===== config.mk =====
export PLATFORM = sky130hd
export DESIGN_NAME = csr_bram_loader
export DESIGN_NICKNAME = d
export VERILOG_FILES = /design/src/rtl/csr_bram_loader.sv
export SDC_FILE = /design/constraint.sdc
export NUM_CORES = 1
export LEC_CHECK = 0
export BUFFER_PORTS_ARGS = -buffer_cell sky130_fd_sc_hd__clkbuf_2
export CELL_PAD_IN_SITES_DETAIL_PLACEMENT = 2
export CELL_PAD_IN_SITES_GLOBAL_PLACEMENT = 2
export CORE_UTILIZATION = 32
export CTS_BUF_LIST = sky130_fd_sc_hd__clkbuf_4 sky130_fd_sc_hd__clkbuf_8 sky130_fd_sc_hd__clkbuf_16
export CTS_CLUSTER_DIAMETER = 40
export DETAILED_ROUTE_END_ITERATION = 10
export GPL_TIMING_DRIVEN = 0
export PLACE_DENSITY_LB_ADDON = 0.1
export SLEW_MARGIN = 25
export SYNTH_ARGS = -nofsm -noshare
export SYNTH_HDL_FRONTEND = slang
export SYNTH_SLANG_ARGS = --single-unit
export TNS_END_PERCENT = 100

===== constraint.sdc =====
create_clock -name clk -period 3.1 [get_ports clk]
set_input_delay 0.31 -clock clk [delete_from_list [all_inputs] [get_ports clk]]
set_output_delay 0.31 -clock clk [all_outputs]
set_load 0.01 [all_outputs]

===== src/rtl/csr_bram_loader.sv =====
// Packs a host byte stream (N lo, N hi, N*BPW data bytes) into BRAM words; CSR_LOADER_CHECKSUM_EN adds a trailing XOR byte.
// Write lands one cycle after a word's last byte; in_ready depends only on state, never on in_valid.
module csr_bram_loader #(
  parameter int ADDR_WIDTH = 16,
  parameter int DATA_WIDTH = 128,
  parameter int BASE_ADDR  = 0
) (
  input  logic                  clk,
  input  logic                  reset,
  input  logic                  start,
  input  logic                  in_valid,
  input  logic [7:0]            in_data,
  output logic                  in_ready,
  output logic                  wr_en,
  output logic [ADDR_WIDTH-1:0] wr_addr,
  output logic [DATA_WIDTH-1:0] wr_data,
  output logic [15:0]           word_count,
  output logic                  load_done,
  output logic                  load_error,
  output logic                  engine_reset
);

  localparam int BPW = DATA_WIDTH / 8;
  localparam int IW  = (BPW > 1) ? $clog2(BPW) : 1;
  localparam logic [IW-1:0]         LAST_IDX = IW'(BPW - 1);
  localparam logic [ADDR_WIDTH-1:0] BASE     = ADDR_WIDTH'(BASE_ADDR);

`ifdef CSR_LOADER_CHECKSUM_EN
  typedef enum logic [2:0] {IDLE, HDR_LO, HDR_HI, DATA, CHECK, DONE, ERROR} state_t;
  localparam state_t POST_DATA = CHECK;
`else
  typedef enum logic [2:0] {IDLE, HDR_LO, HDR_HI, DATA, DONE} state_t;
  localparam state_t POST_DATA = DONE;
`endif

  state_t                state, state_next;
  logic                  xfer;
  logic                  load_start;
  logic [7:0]            n_lo;
  logic [15:0]           n_words;
  logic [15:0]           pkt_words;
  logic [IW-1:0]         byte_idx;
  logic [DATA_WIDTH-1:0] pack;
  logic [DATA_WIDTH-1:0] pack_merged;
`ifdef CSR_LOADER_CHECKSUM_EN
  logic [7:0]            csum;
`endif

  assign xfer         = in_valid & in_ready;
  assign engine_reset = ~load_done;

  // Current word with the incoming byte dropped into its lane, so the last byte can be written without waiting a cycle.
  always_comb begin
    pack_merged = pack;
    pack_merged[{byte_idx, 3'b000} +: 8] = in_data;
  end

  always_comb begin
    state_next = state;
    in_ready   = 1'b0;
    case (state)
      IDLE:   if (start) state_next = HDR_LO;
      HDR_LO: begin
        in_ready = 1'b1;
        if (in_valid) state_next = HDR_HI;
      end
      HDR_HI: begin
        in_ready = 1'b1;
        if (in_valid) state_next = ({in_data, n_lo} == 16'd0) ? POST_DATA : DATA;
      end
      DATA: begin
        in_ready = 1'b1;
        if (in_valid && byte_idx == LAST_IDX && pkt_words == n_words - 16'd1)
          state_next = POST_DATA;
      end
`ifdef CSR_LOADER_CHECKSUM_EN
      CHECK: begin
        in_ready = 1'b1;
        if (in_valid) state_next = (in_data == csum) ? DONE : ERROR;
      end
      ERROR:  if (start) state_next = HDR_LO;
`endif
      DONE:   if (start) state_next = HDR_LO;
      default: state_next = IDLE;
    endcase
    load_start = (state_next == HDR_LO) && (state != HDR_LO);
  end

  always_ff @(posedge clk) begin
    if (reset) begin
      state      <= IDLE;
      n_lo       <= '0;
      n_words    <= '0;
      pkt_words  <= '0;
      byte_idx   <= '0;
      pack       <= '0;
      wr_en      <= 1'b0;
      wr_addr    <= BASE;
      wr_data    <= '0;
      word_count <= '0;
      load_done  <= 1'b0;
      load_error <= 1'b0;
`ifdef CSR_LOADER_CHECKSUM_EN
      csum       <= '0;
`endif
    end else begin
      state <= state_next;
      wr_en <= 1'b0;
      if (wr_en) begin
        wr_addr    <= wr_addr + 1'b1;
        word_count <= word_count + 16'd1;
      end
      if (xfer) begin
        case (state)
          HDR_LO: n_lo    <= in_data;
          HDR_HI: n_words <= {in_data, n_lo};
          DATA: begin
            pack <= pack_merged;
            if (byte_idx == LAST_IDX) begin
              byte_idx  <= '0;
              wr_en     <= 1'b1;
              wr_data   <= pack_merged;
              pkt_words <= pkt_words + 16'd1;
            end else begin
              byte_idx <= byte_idx + 1'b1;
            end
          end
          default: ;
        endcase
`ifdef CSR_LOADER_CHECKSUM_EN
        csum <= csum ^ in_data;
`endif
      end
      // A new load overrides any increment from a write still retiring from the previous one.
      if (load_start) begin
        wr_addr    <= BASE;
        word_count <= '0;
        pkt_words  <= '0;
        byte_idx   <= '0;
`ifdef CSR_LOADER_CHECKSUM_EN
        csum       <= '0;
`endif
      end
`ifdef CSR_LOADER_CHECKSUM_EN
      load_done  <= (state_next == DONE);
      load_error <= (state_next == ERROR);
`else
      // Delay by one cycle so load_done rises only after the final word's write strobe.
      load_done  <= (state == DONE) && (state_next == DONE);
      load_error <= 1'b0;
`endif
    end
  end

endmodule


==> impl_metrics.csv <==
group,metric,value,unit
global_route,grt_pass1_wl,86680,microns
drt,wl_per_cell,22.22,microns
timing,setup_violations,0,
drt,drc,0,
cts,cts.path.max_buffers,3,
timing,rsz0062_at_grt,"yes",
synth,syn-num-nets,1669,
synth,postSynthAreaPerCell,8.758,sq um
cts,path_clk_slew,50,ps
cts,htreeDepth,2,
drt,detail-route-antenna-nets,0,
placed_design,placed_cell_area,16060,sq um
global_route,grt_max_degree,16,
worst_setup_path,start_kind,"register",
cts,cts_tree,"yes",
global_route,grt_pass1_vias,14170,
status,status,"complete, no violations",
drt,dr.pass1.iters,4,
timing,setup_tns,0,ps
timing,finalCritPeriodShare,94.73,%
global_route,grt_usage,24.37,%
pwr,peakVddDrop,0.0004006,V
final_layout,layout-drive-gt1-share,19.25,%
worst_setup_path,worstPathArrival,3410,ps
worst_setup_path,cpPeakStageDelay,390,ps
synth,synthAdderAreaFrac,0.6931,%
cts,clock_sinks,337,
timing,clock.fmax,0.3405,GHz
placed_design,place_congestion,0.8328,
final_layout,layout_common_cells,"336 x dfxtp_1, 305 x nor2_1, 199 x clkbuf_2",
synth,yosysUniqueCellTypes,58,
timing,skew,17.35,ps
final_layout,fill_cells,4872,
timing,report.final.slew_viol_count,0,
min_path,hp-class,"in -> reg",
timing,period_needed,2937,ps
floorplan,die_w,214.4,microns
synth,synth_compound_area_share,13.39,%
worst_setup_path,crit_type,"reg -> reg",
final_layout,final_common_cell,"dfxtp_1",
synth,ys_seq_area_share,46.72,%
floorplan,core_area,44320,sq um
timing,tightest_slew,1089,ps
final_layout,antennaDiodeCount,0,
floorplan,rows,77,
worst_setup_path,crit_fanout,10,
cts,cts-root-buf,"clkbuf_16",
worst_setup_path,end_kind,"register",
drt,viasPerCell,5.205,
pwr,power_density,663.3,nW/um^2
final_layout,final_nets,1901,
drt,drtIter0Drc,580,
placed_design,io_buffers,174,
floorplan,initial_utilization,32.59,%
timing,hold_viol,0,
drt,routed_wl,56080,microns
synth,ys_async_sr_fraction,0,%
final_layout,stdcell_area,18580,sq um
worst_setup_path,slowest_stage,"ha_2",
floorplan,dieArea,45980,sq um
synth,ys_seq_elements,337,
worst_setup_path,crit_required,3580,ps
placed_design,hpwl,40100,microns
timing,maxSlewHeadroom,27.41,%
drt,vias,13137,
synth,synth_mux_area_share,12.20,%
run,cap_violations,0,
floorplan,dieHeight,214.4,microns
cts,numCtsBuffers,61,
floorplan,io_pins,177,
synth,synth_edf_count,0,
final_layout,area_delta_synth_final,28.64,%
synth,synth_flop_cell,"dfxtp_1",
pwr,power.leakage,7.004,nW
synth,synth_top_family_by_area,"simple AND/OR/NAND/NOR gates",
synth,synth_xor_area_share,4.306,%
worst_setup_path,crit_chain,"buf_4 > clkbuf_4 > inv_1 > ha_2 > nor2b_2 > nand2_1 > a21oi_4 > and2_0 > clkbuf_2 > mux2i_1 > nor2_1",
global_route,grt_antenna_before_repair,0,
global_route,grt-ovfl-total,0,
synth,syn_inst,1649,
cts,clk_latency,610,ps
synth,syn_area,14440,sq um
synth,yosysWarningCount,0,
synth,synth-simple-area-share,18.41,%
timing,fin_hold_ws,291.1,ps
[through the flow]
stage	setup slack [ps]	std cells	power [mW]	utilization, %
2_1_floorplan	101.1	1649	4.768	-
3_3_place_gp	-842.8	2415	4.971	36.22
3_5_place_dp	-963.7	2415	4.983	36.24
4_1_cts	15.93	2524	12.47	41.81
5_1_grt	-33.03	2524	12.73	41.92
6_report	163.5	2524	12.32	41.92
[repair_timing]
| action | CTS | global route |
|---|---|---|
| pin swaps | 1 | 0 |
| hold buffers | 1 | 0 |
| setup endpoints to repair | 252 | 165 |
| buffers inserted | 1 | 0 |
| resized for setup | 54 | 41 |
| hold endpoints to repair | 1 | 0 |
[logic make-up (layout without fill, tap and decap cells)]
kind of cell,after synthesis,after routing
flip-flops,337,337
AND/OR/NAND/NOR,603,603
AO/OA/AOI/OAI,293,293
other,1,1
buffers and inverters,160,443
multiplexers,176,176
adder cells (fa/ha/maj),8,8
XOR/XNOR,71,71
[power breakdown]
part	total [mW]	leakage [nW]	internal [mW]	switching, mW
sequential	4.39	2.71	4.36	0.0219
combinational	0.517	3.16	0.130	0.386
clock	7.42	1.13	5.02	2.40
total	12.3	7.00	9.51	2.81
[worst max-delay path, delay by kind of cell, from the launching register on]
kind / cells / cell delay (ps)
AND/OR/NAND/NOR: 4 / 680
multiplexers: 1 / 240
flip-flops: 1 / 370
AO/OA/AOI/OAI: 1 / 340
adder cells (fa/ha/maj): 1 / 390
buffers and inverters: 4 / 790
[layer usage]
layer / vias up / track usage (%) / wire, microns
li1: 6218 / - / -
met1: 6614 / 33.33 / 26580
met2: 241 / 40.39 / 26400
met3: 64 / 3.333 / 2155
met4: 0 / 5.976 / 944
met5: - / 0 / 0
[final timing paths]
check	depth (start not counted)	end	startpoint	slack [ps]
worst max-delay path	11	pack[112]$_SDFFE_PP0P_	byte_idx[0]$_SDFFE_PP0P_	160
worst min-delay path	5	pack[25]$_SDFFE_PP0P_	in_data[1]	290
worst max register to register	11	pack[112]$_SDFFE_PP0P_	byte_idx[0]$_SDFFE_PP0P_	160
worst min register to register	2	pack[27]$_SDFFE_PP0P_	pack[27]$_SDFFE_PP0P_	480
[area by class of cell]
cell class | instances | area, sq um | area share [%]
Multi-Input combinational cell | 1152 | 7259 | 39.08
Sequential cell | 337 | 6748 | 36.32
Timing Repair Buffer | 176 | 888.4 | 4.782
Tap cell | 592 | 740.7 | 3.987
Buffer | 141 | 593.1 | 3.192
Clock buffer | 76 | 1725 | 9.287
Inverter | 12 | 45.04 | 0.2425
Clock inverter | 38 | 578.1 | 3.112
[flip-flops by register name, summed over array words and instances (netlist names)]
name and count:
byte_idx 4, load_done 1, n_lo 8, n_words 16
pack 128, pkt_words 16, state 3, word_count 16
wr_addr 16, wr_data 128, wr_en 1
[synthesized netlist by cell type, drive strengths merged, types with 2 or more instances]
cell / number / area (sq um)
ha: 8 / 100.1
dfxtp: 337 / 6746
o211ai: 2 / 15.01
buf: 19 / 86.33
nor2: 313 / 1182
nor2b: 4 / 25.02
nor3: 28 / 145.1
a32oi: 7 / 61.31
or2: 4 / 25.03
nand3: 45 / 225.2
clkbuf: 129 / 484.2
and2: 6 / 37.54
o22ai: 4 / 25.02
nand4: 18 / 112.6
nand3b: 2 / 15.01
a211oi: 120 / 900.9
nand4b: 5 / 43.79
xnor2: 33 / 289.0
nand2b: 8 / 50.05
inv: 12 / 45.04
nor3b: 5 / 37.54
or4b: 2 / 20.02
a31oi: 3 / 18.77
and3: 18 / 112.6
and4: 5 / 43.79
o21ai: 53 / 265.3
a21oi: 78 / 394.1
nor4: 6 / 52.55
a311oi: 16 / 140.1
nand2: 129 / 484.2
xor2: 38 / 332.8
mux2i: 176 / 1762
Power figures use the tool's default switching activity.
